[src/rtl/hex_display_pkg.sv]
// Shared constants and helpers for the paged hex 7-segment display.
// Segment codes are active-low, bit order gfedcba.
package hex_display_pkg;

    localparam logic [6:0] SEG_BLANK = 7'h7F;

    localparam logic [6:0] SEG_0 = 7'h40;
    localparam logic [6:0] SEG_1 = 7'h79;
    localparam logic [6:0] SEG_2 = 7'h24;
    localparam logic [6:0] SEG_3 = 7'h30;
    localparam logic [6:0] SEG_4 = 7'h19;
    localparam logic [6:0] SEG_5 = 7'h12;
    localparam logic [6:0] SEG_6 = 7'h02;
    localparam logic [6:0] SEG_7 = 7'h78;
    localparam logic [6:0] SEG_8 = 7'h00;
    localparam logic [6:0] SEG_9 = 7'h10;
    localparam logic [6:0] SEG_A = 7'h08;
    localparam logic [6:0] SEG_B = 7'h03;
    localparam logic [6:0] SEG_C = 7'h46;
    localparam logic [6:0] SEG_D = 7'h21;
    localparam logic [6:0] SEG_E = 7'h06;
    localparam logic [6:0] SEG_F = 7'h0E;

    function automatic logic [6:0] hex_to_seg(input logic [3:0] nib);
        logic [6:0] seg;
        case (nib)
            4'h0: seg = SEG_0;
            4'h1: seg = SEG_1;
            4'h2: seg = SEG_2;
            4'h3: seg = SEG_3;
            4'h4: seg = SEG_4;
            4'h5: seg = SEG_5;
            4'h6: seg = SEG_6;
            4'h7: seg = SEG_7;
            4'h8: seg = SEG_8;
            4'h9: seg = SEG_9;
            4'hA: seg = SEG_A;
            4'hB: seg = SEG_B;
            4'hC: seg = SEG_C;
            4'hD: seg = SEG_D;
            4'hE: seg = SEG_E;
            default: seg = SEG_F;
        endcase
        return seg;
    endfunction

    function automatic int unsigned clog2(input int unsigned n);
        int unsigned r;
        r = 0;
        while ((64'd1 << r) < 64'(n)) r = r + 1;
        return r;
    endfunction

    // Counter/index width that never collapses to zero bits.
    function automatic int unsigned min1_width(input int unsigned n);
        return (n > 1) ? clog2(n) : 1;
    endfunction

endpackage

[src/rtl/hex_page_display_if.sv]
// Data/control bundle between a debug source and the paged hex display.
interface hex_page_display_if #(
    parameter int unsigned NUM_DIGITS = 8,
    parameter int unsigned NUM_PAGES  = 4
);
    localparam int unsigned PW = hex_display_pkg::min1_width(NUM_PAGES);

    logic [NUM_PAGES*NUM_DIGITS*4-1:0] data_in;
    logic [PW-1:0]                     page_sel;
    logic                              auto_mode;
    logic                              hold;
    logic                              blank_lz;
    logic                              blink_en;
    logic [NUM_DIGITS*7-1:0]           seg_out;
    logic [PW-1:0]                     page_idx;

    modport master (
        output data_in, page_sel, auto_mode, hold, blank_lz, blink_en,
        input  seg_out, page_idx
    );

    modport slave (
        input  data_in, page_sel, auto_mode, hold, blank_lz, blink_en,
        output seg_out, page_idx
    );
endinterface

[src/rtl/hex_digit_decode.sv]
// One hex nibble to an active-low 7-segment pattern, with forced blank.
module hex_digit_decode
    import hex_display_pkg::*;
(
    input  logic [3:0] nibble,
    input  logic       blank,
    output logic [6:0] seg
);
    always_comb begin
        seg = blank ? SEG_BLANK : hex_to_seg(nibble);
    end
endmodule

[src/rtl/hex_page_display.sv]
// Paged hex display: page select/rotation, snapshot, leading-zero blanking,
// blink and registered active-low segment outputs.
module hex_page_display
    import hex_display_pkg::*;
#(
    parameter int unsigned NUM_DIGITS   = 8,
    parameter int unsigned NUM_PAGES    = 4,
    parameter int unsigned DWELL_CYCLES = 50000000,
    parameter int unsigned BLINK_CYCLES = 12500000
) (
    input logic               clock,
    input logic               reset,
    hex_page_display_if.slave bus
);
    localparam int unsigned PW    = min1_width(NUM_PAGES);
    localparam int unsigned DW    = min1_width(DWELL_CYCLES);
    localparam int unsigned BW    = min1_width(BLINK_CYCLES);
    localparam int unsigned SLICE = NUM_DIGITS * 4;

    localparam logic [PW-1:0] PAGE_LAST  = PW'(NUM_PAGES - 1);
    localparam logic [DW-1:0] DWELL_LAST = DW'(DWELL_CYCLES - 1);
    localparam logic [BW-1:0] BLINK_LAST = BW'(BLINK_CYCLES - 1);

    logic [PW-1:0]           page_q, page_d;
    logic [DW-1:0]           dwell_q, dwell_d;
    logic [BW-1:0]           blink_cnt_q, blink_cnt_d;
    logic                    phase_q, phase_d;
    logic [SLICE-1:0]        snap_q, snap_d;
    logic [NUM_DIGITS*7-1:0] seg_q, seg_d;
    logic [NUM_DIGITS-1:0]   blank;
    logic                    zero_run;

    // Page index and the snapshot always load on the same edge so they match.
    always_comb begin
        page_d  = page_q;
        dwell_d = dwell_q;
        snap_d  = snap_q;
        if (!bus.hold) begin
            if (bus.auto_mode && NUM_PAGES > 1) begin
                if (dwell_q == DWELL_LAST) begin
                    dwell_d = '0;
                    page_d  = (page_q == PAGE_LAST) ? '0 : page_q + 1'b1;
                end else begin
                    dwell_d = dwell_q + 1'b1;
                end
            end else begin
                dwell_d = '0;
                page_d  = (bus.page_sel > PAGE_LAST) ? PAGE_LAST : bus.page_sel;
            end
            for (int unsigned p = 0; p < NUM_PAGES; p++) begin
                if (page_d == PW'(p)) snap_d = bus.data_in[p*SLICE +: SLICE];
            end
        end
    end

    always_comb begin
        blink_cnt_d = '0;
        phase_d     = 1'b1;
        if (bus.blink_en) begin
            if (blink_cnt_q == BLINK_LAST) begin
                blink_cnt_d = '0;
                phase_d     = !phase_q;
            end else begin
                blink_cnt_d = blink_cnt_q + 1'b1;
                phase_d     = phase_q;
            end
        end
    end

    // Walk from the top digit down; digit 0 always shows so zero reads "0".
    always_comb begin
        blank    = '0;
        zero_run = 1'b1;
        for (int d = NUM_DIGITS - 1; d >= 0; d--) begin
            zero_run = zero_run && (snap_q[d*4 +: 4] == 4'h0);
            blank[d] = !phase_q || (bus.blank_lz && zero_run && d != 0);
        end
    end

    for (genvar g = 0; g < NUM_DIGITS; g++) begin : g_digit
        hex_digit_decode u_dec (
            .nibble(snap_q[g*4 +: 4]),
            .blank (blank[g]),
            .seg   (seg_d[g*7 +: 7])
        );
    end

    always_ff @(posedge clock) begin
        if (reset) begin
            page_q      <= '0;
            dwell_q     <= '0;
            blink_cnt_q <= '0;
            phase_q     <= 1'b1;
            snap_q      <= '0;
            seg_q       <= '1;
        end else begin
            page_q      <= page_d;
            dwell_q     <= dwell_d;
            blink_cnt_q <= blink_cnt_d;
            phase_q     <= phase_d;
            snap_q      <= snap_d;
            seg_q       <= seg_d;
        end
    end

    assign bus.seg_out  = seg_q;
    assign bus.page_idx = page_q;
endmodule

[src/flat_wrapper.sv]
// flat-port wrapper written by rule: the top's interface ports become plain ports
module hex_page_display_flat import hex_display_pkg::*;
#(
    parameter int unsigned NUM_DIGITS   = 8,
    parameter int unsigned NUM_PAGES    = 4,
    parameter int unsigned DWELL_CYCLES = 50000000,
    parameter int unsigned BLINK_CYCLES = 12500000
)
  (clock, reset, bus_data_in, bus_page_sel, bus_auto_mode, bus_hold, bus_blank_lz, bus_blink_en, bus_seg_out, bus_page_idx);
  hex_page_display_if #(.NUM_DIGITS(NUM_DIGITS), .NUM_PAGES(NUM_PAGES)) bus_i ();
  input logic clock;
  input logic reset;
  input wire logic [$bits(bus_i.data_in)-1:0] bus_data_in;
  input wire logic [$bits(bus_i.page_sel)-1:0] bus_page_sel;
  input wire logic [$bits(bus_i.auto_mode)-1:0] bus_auto_mode;
  input wire logic [$bits(bus_i.hold)-1:0] bus_hold;
  input wire logic [$bits(bus_i.blank_lz)-1:0] bus_blank_lz;
  input wire logic [$bits(bus_i.blink_en)-1:0] bus_blink_en;
  output wire logic [$bits(bus_i.seg_out)-1:0] bus_seg_out;
  output wire logic [$bits(bus_i.page_idx)-1:0] bus_page_idx;
  assign bus_i.data_in = bus_data_in;
  assign bus_i.page_sel = bus_page_sel;
  assign bus_i.auto_mode = bus_auto_mode;
  assign bus_i.hold = bus_hold;
  assign bus_i.blank_lz = bus_blank_lz;
  assign bus_i.blink_en = bus_blink_en;
  assign bus_seg_out = bus_i.seg_out;
  assign bus_page_idx = bus_i.page_idx;
  hex_page_display #(.NUM_DIGITS(NUM_DIGITS), .NUM_PAGES(NUM_PAGES), .DWELL_CYCLES(DWELL_CYCLES), .BLINK_CYCLES(BLINK_CYCLES)) u_core (.clock(clock), .reset(reset), .bus(bus_i));
endmodule
[config.mk]
export PLATFORM = sky130hd
export DESIGN_NAME = hex_page_display_flat
export DESIGN_NICKNAME = d
export VERILOG_FILES = /design/src/rtl/hex_display_pkg.sv /design/src/rtl/hex_page_display_if.sv /design/src/rtl/hex_digit_decode.sv /design/src/rtl/hex_page_display.sv /design/src/flat_wrapper.sv
export SDC_FILE = /design/constraint.sdc
export NUM_CORES = 1
export LEC_CHECK = 0
export CAP_MARGIN = 20
export CORE_ASPECT_RATIO = 1.4
export CORE_MARGIN = 5
export CORE_UTILIZATION = 55
export CTS_BUF_LIST = sky130_fd_sc_hd__clkbuf_2
export DETAILED_ROUTE_END_ITERATION = 16
export PLACE_DENSITY = 0.95
export SLEW_MARGIN = 20
export SYNTH_ARGS = -nofsm -noshare
export SYNTH_HDL_FRONTEND = slang
export SYNTH_SLANG_ARGS = --single-unit
[constraint.sdc]
create_clock -name clock -period 6 [get_ports clock]
set_input_delay 1.2 -clock clock [delete_from_list [all_inputs] [get_ports clock]]
set_output_delay 1.2 -clock clock [all_outputs]
set_load 0.005 [all_outputs]
==> flow_metrics.py, run 1 <==
metrics = {
    "routing": {
        "avgViaCountPerCell": 5.64,
        "routed_wl_um": 19900,
        "routedWlPerCell_um": 16.6,
        "drt_iter0_markers": 289,
        "vias": 6754,
        "ant_nets": 0,
        "drt_pass1_iterations": 5,
        "drc": 0,
    },
    "cts": {
        "clk_latency_ns": 0.70,
        "h-tree-depth": 4,
        "cts_tree": "built",
        "post-cts-setup-buffer-count": 0,
        "postCtsHoldBufs": 0,
        "cts.sinks": 141,
        "clockRootBuffer": "clkbuf_2",
        "cts_buffer_depth": 2,
        "clk_pin_slew_ns": 0.21,
        "cts_inserted_buffers": 17,
        "cts_resized": 0,
    },
    "yosys": {
        "synth_area_mm2": 0.00763,
        "syn_inst": 832,
        "synthDistinctLibCells": 54,
        "synth_nets": 1013,
        "synth_most_common_cell": "dfxtp_1",
        "yosys.area.top_type": "dfxtp_1",
        "ys_ff_latch": 141,
        "yosysWarnings": 0,
        "synth_top_cell_area_share_pct": 37.0,
        "async_reset_ff_share_pct": 0,
        "synth_commonest_cells": "dfxtp_1 (141), nor2_1 (98), nand2_1 (96), mux2i_1 (70), ha_1 (45)",
        "yosysSeqAreaShare_pct": 37.0,
        "synthFlopType": "dfxtp_1",
        "ys_top_cells_by_area": "dfxtp_1 (37%), mux2i_1 (9.2%), ha_1 (7.4%)",
        "synth_edf_count": 0,
        "syn_avg_cell_area_um2": 9.17,
    },
    "final_layout": {
        "syn_to_final_growth_pct": 28.1,
        "final_nets": 1181,
        "multiInputGateArea_mm2": 0.00444,
        "drive_gt1_share_pct": 7.21,
        "nFillCells": 1010,
        "final-seq-area_mm2": 0.00282,
    },
    "sta": {
        "final.min_clock_period_ns": 3.13,
        "max_freq_mhz": 319,
        "max_slew_margin_pct": 24.9,
        "setup_violations": 0,
        "tns_ns": 0,
        "finalHoldViolCount": 0,
        "slew_viol_final": 0,
        "rsz0062_at_grt": "no",
        "finalClockSkew_ns": 0.0356,
        "period_share_pct": 52.2,
        "worstMarginPinSlew_ns": 1.13,
    },
    "setup_path": {
        "reg2reg_from": "u_core.dwell_q[7]",
        "worstPathMaxFanout": 65,
        "required_ns": 6.56,
        "startpoint": "u_core.dwell_q[7]",
        "cp-endpoint": "u_core.snap_q[8]",
        "cp.arrival_ns": 3.69,
        "r2r_slack_ns": 2.87,
        "r2r_cells": 7,
        "path_class": "reg2reg",
        "end_kind": "flip-flop",
        "critPathLaunchType": "flip-flop",
        "r2r_end": "u_core.snap_q[8]",
    },
    "floorplan": {
        "dieArea_mm2": 0.0164,
        "start_util_pct": 55.4,
        "io_pins": 194,
        "die_x_um": 110,
        "rows": 51,
        "dieHeight_um": 149,
        "coreArea_mm2": 0.0138,
    },
    "power": {
        "pwr-share-comb_pct": 23.9,
        "cellPowerDensity_mw_per_mm2": 213,
        "internal_power_mw": 1.44,
        "pwr-share-seq_pct": 51.9,
        "netSwitchingPower_mw": 0.645,
        "clkPwrFrac_pct": 24.2,
        "peakVddDrop_mv": 0.122,
        "leakagePower_nw": 3.58,
        "swShare_pct": 31.0,
        "total_power_mw": 2.08,
    },
    "place": {
        "gp_congestion": 0.882,
        "port_buffers": 193,
        "hpwl_um": 15000,
    },
    "flow_run": {
        "drv_cap": 0,
    },
    "global_routing": {
        "grtUsageTotal_pct": 24.1,
        "grt_pass1_vias": 6716,
        "grt_overflow": 0,
        "grt_pass1_wl_um": 31300,
        "grt_max_degree": 66,
        "antenna_found_initial": 2,
    },
    "outcome": {
        "status": "finished clean",
    },
    "hold_path": {
        "min_path_cells": 2,
        "hp-class": "reg2reg",
    },
}
==> through the flow <==
step	util, %	hold WS, ns	cells	worst slack [ns]	area [um^2]
2_1_floorplan	-	0.442	832	3.44	7630
3_3_place_gp	69.3	0.456	1166	2.40	9560
3_5_place_dp	69.3	0.486	1166	2.27	9560
4_1_cts	70.8	0.510	1197	2.84	9760
5_1_grt	70.9	0.552	1198	2.67	9780
6_report	70.9	0.512	1198	2.87	9780
==> state kept, by name, summed over array words and instances (netlist names) <==
register	flops
u_core.bus.seg_out	56
u_core.phase_q	1
u_core.bus.page_idx	2
u_core.snap_q	32
u_core.blink_cnt_q	24
u_core.dwell_q	26
==> cells by family (layout without fill, tap and decap cells) <==
logic type               count (synthesis)  after routing  synth area share, %
AND/OR/NAND/NOR                        308            308                 19.4
AO/OA/AOI/OAI                          141            141                 16.3
flip-flops                             141            141                 37.0
buffers and inverters                   79            259                 5.16
multiplexers                            72             72                 9.48
XOR/XNOR                                46             46                 5.28
adder cells (fa/ha/maj)                 45             45                 7.38
other                                    0              1                    0
==> worst min-delay path by stage <==
stage | start | endpoint | slack (ns)
floorplan | u_core.blink_cnt_q[0] | u_core.blink_cnt_q[0] | 0.44
global placement | u_core.blink_cnt_q[0] | u_core.blink_cnt_q[0] | 0.46
detailed placement | u_core.dwell_q[1] | u_core.dwell_q[1] | 0.49
CTS | u_core.dwell_q[1] | u_core.dwell_q[1] | 0.51
global route | u_core.dwell_q[1] | u_core.dwell_q[1] | 0.55
finish | u_core.dwell_q[1] | u_core.dwell_q[1] | 0.51
==> per-layer routing <==
metal	vias up	wire length (um)	track usage (%)
li1	3306	-	-
met1	3148	7220	25.0
met2	235	10300	43.3
met3	63	1590	7.71
met4	2	772	11.3
met5	-	12	0
==> worst max-delay path, stage by stage, from the launching register on <==
cell,delay (ns)
dfxtp_1,0.39
or4b_1,0.56
nor4_2,0.28
nand3_2,0.22
mux2i_4,0.20
buf_4,0.81
mux2i_1,0.35
o221ai_2,0.14
==> power by group through the flow <==
stage	Sequential, mW	Combinational, mW	Clock, mW
2_1_floorplan	1.07	0.267	0
3_3_place_gp	1.10	0.482	0
3_5_place_dp	1.10	0.496	0
4_1_cts	1.08	0.499	0.514
5_1_grt	1.09	0.542	0.557
6_report	1.08	0.498	0.505
==> cell usage in the layout (no fill, tap or decap), types with 7 or more instances in the layout <==
| cell type | synthesis | final |
|---|---|---|
| clkbuf_2 | 0 | 17 |
| nand2_1 | 96 | 96 |
| nand3_1 | 26 | 26 |
| a21o_1 | 7 | 7 |
| o221ai_2 | 31 | 31 |
| ha_1 | 45 | 45 |
| clkinvlp_4 | 0 | 7 |
| xnor2_1 | 15 | 15 |
| a21oi_1 | 10 | 10 |
| o211ai_1 | 19 | 19 |
| mux2i_1 | 70 | 69 |
| nor2b_1 | 9 | 8 |
| nand3b_1 | 12 | 12 |
| nand2b_1 | 12 | 12 |
| clkdlybuf4s50_1 | 0 | 193 |
| nand4_1 | 11 | 11 |
| nor2_1 | 98 | 98 |
| dfxtp_1 | 141 | 141 |
| o311ai_0 | 25 | 25 |
| inv_1 | 33 | 33 |
| xor2_1 | 31 | 31 |
| o21ai_0 | 28 | 28 |
| and3_1 | 15 | 15 |
==> area by class of cell <==
class | instances | share of cell area [%]
multi-input cells | 612 | 45.4
flip-flops and latches | 141 | 28.9
repair buffers | 195 | 19.9
well taps | 185 | 2.37
inverters | 33 | 1.27
clock inverters | 14 | 1.24
clock buffers | 17 | 0.870
diodes | 1 | 0.0256
(Power assumes the default switching activity.)
==> run 2: changes to the inputs <==
- CORE_UTILIZATION: 55 -> 46
- PLACE_DENSITY: 0.95 -> 0.88
- clock period: 6 -> 2.7 ns (I/O delays scaled with it)
==> flow_metrics.py, run 2 (synthesis results as in run 1) <==
metrics = {
    "cts": {
        "h-tree-depth": 4,
        "postCtsHoldBufs": 0,
        "clk_pin_slew_ns": 0.21,
        "cts_inserted_buffers": 17,
        "cts_buffer_depth": 2,
        "clockRootBuffer": "clkbuf_2",
        "cts.sinks": 141,
        "cts_tree": "built",
        "clk_latency_ns": 0.73,
    },
    "routing": {
        "highest_layer": "met4",
        "wl_met2_um": 10800,
        "drt_pass1_iterations": 5,
        "ant_nets": 0,
        "wl_met3_um": 1220,
        "vias": 6783,
        "routed_wl_um": 20300,
        "drc": 0,
        "routedWlPerCell_um": 16.4,
        "met1_length_um": 7480,
        "drt_iter0_markers": 345,
        "avgViaCountPerCell": 5.48,
    },
    "global_routing": {
        "grt_pass1_wl_um": 31800,
        "grt_max_degree": 33,
        "grt_pass1_vias": 6687,
        "grt_overflow": 0,
        "antenna_found_initial": 1,
        "grtUsageTotal_pct": 20.5,
    },
    "place": {
        "hpwl_um": 15600,
        "gp_congestion": 0.864,
        "port_buffers": 193,
        "dp_cells": 1201,
        "placed_cell_area_mm2": 0.00979,
    },
    "sta": {
        "worstMarginPinSlew_ns": 0.591,
        "final.min_clock_period_ns": 2.57,
        "slew_viol_final": 0,
        "max_freq_mhz": 389,
        "period_share_pct": 95.2,
        "setup_violations": 0,
        "finalClockSkew_ns": 0.0439,
        "tns_ns": 0,
        "max_slew_margin_pct": 60.6,
        "fin_hold_ws_ns": 0.382,
        "finalHoldViolCount": 0,
    },
    "final_layout": {
        "final_nets": 1205,
        "largest_register_ffs": 56,
        "mostFrequentLayoutCells": "clkdlybuf4s50_1 (193), dfxtp_1 (141), nor2_1 (98)",
        "layout.cells.non_filler": 1237,
        "layout_commonest_cell": "clkdlybuf4s50_1",
        "nFillCells": 1358,
        "syn_to_final_growth_pct": 32.0,
        "drive_gt1_share_pct": 9.74,
        "fin_area_mm2": 0.0101,
        "final_util_pct": 62.0,
    },
    "outcome": {
        "status": "finished clean",
    },
    "setup_path": {
        "worstPathMaxFanout": 19,
        "required_ns": 3.31,
        "critPathLaunchType": "flip-flop",
        "cp.arrival_ns": 3.18,
        "end_kind": "flip-flop",
        "path_class": "reg2reg",
    },
    "flow_run": {
        "drv_cap": 0,
    },
    "floorplan": {
        "dieHeight_um": 162,
        "rows": 55,
        "dieArea_mm2": 0.0193,
        "coreArea_mm2": 0.0162,
        "io_pins": 194,
        "die_x_um": 119,
        "start_util_pct": 47.0,
    },
    "power": {
        "peakVddDrop_mv": 0.254,
        "cellPowerDensity_mw_per_mm2": 470,
        "leakagePower_nw": 3.75,
    },
    "hold_path": {
        "hp-class": "in2reg",
    },
}
run 2: cell count changes in the layout (fill, tap and decap cells not counted), sizes merged:
cell	previous run	this run
clkbuf	17	18
inv	36	38
buf	2	25
clkinvlp	7	6
run 2: timing repair:
item,in CTS,in global routing
gates resized for setup,0,3
setup endpoints to repair,0,31
setup buffers,0,2
run 2: layer usage:
metal  global-route usage [%]  up-vias
met5                        0        -
met1                     21.2     3162
met4                     10.3        0
met3                     5.00       48
li1                         -     3343
met2                     38.1      230
run 2: layout make-up:
type | count | area, um^2 | share of cell area (%)
tap | 199 | 249 | 2.47
antenna | 1 | 2.50 | 0.0248
sequential | 141 | 2820 | 28.0
multi-input combinational | 612 | 4450 | 44.1
timing repair buffer | 219 | 2210 | 21.9
clock buffer | 17 | 85.1 | 0.844
clock inverter | 15 | 138 | 1.37
inverter | 33 | 124 | 1.23
run 2: per-stage QoR:
step                worst slack, ns  total power, mW
floorplan                     0.342             2.97
global placement              0.104             3.55
detailed placement          -0.0438             3.58
CTS                          0.0527             4.77
global route              -0.000927             5.00
finish                        0.131             4.74
run 2: final timing paths:
kind	from	to	slack, ns	cells past startpoint
min	bus_blink_en	u_core.phase_q	0.38	2
max reg2reg	u_core.dwell_q[17]	u_core.snap_q[7]	0.13	8
max	u_core.dwell_q[17]	u_core.snap_q[7]	0.13	8
min reg2reg	u_core.dwell_q[1]	u_core.dwell_q[1]	0.50	2
run 2: critical path, cell delays in order (launching register included):
cell and delay (ns):
dfxtp_1 0.47, or4b_1 0.48, nor4_2 0.27, nand3_2 0.20
mux2i_4 0.25, buf_12 0.19, buf_12 0.19, mux2i_1 0.29
o221ai_2 0.12
run 2: power breakdown:
group	switching (mW)	internal, mW
sequential	0.137	2.25
clock	0.845	0.341
combinational	0.504	0.662
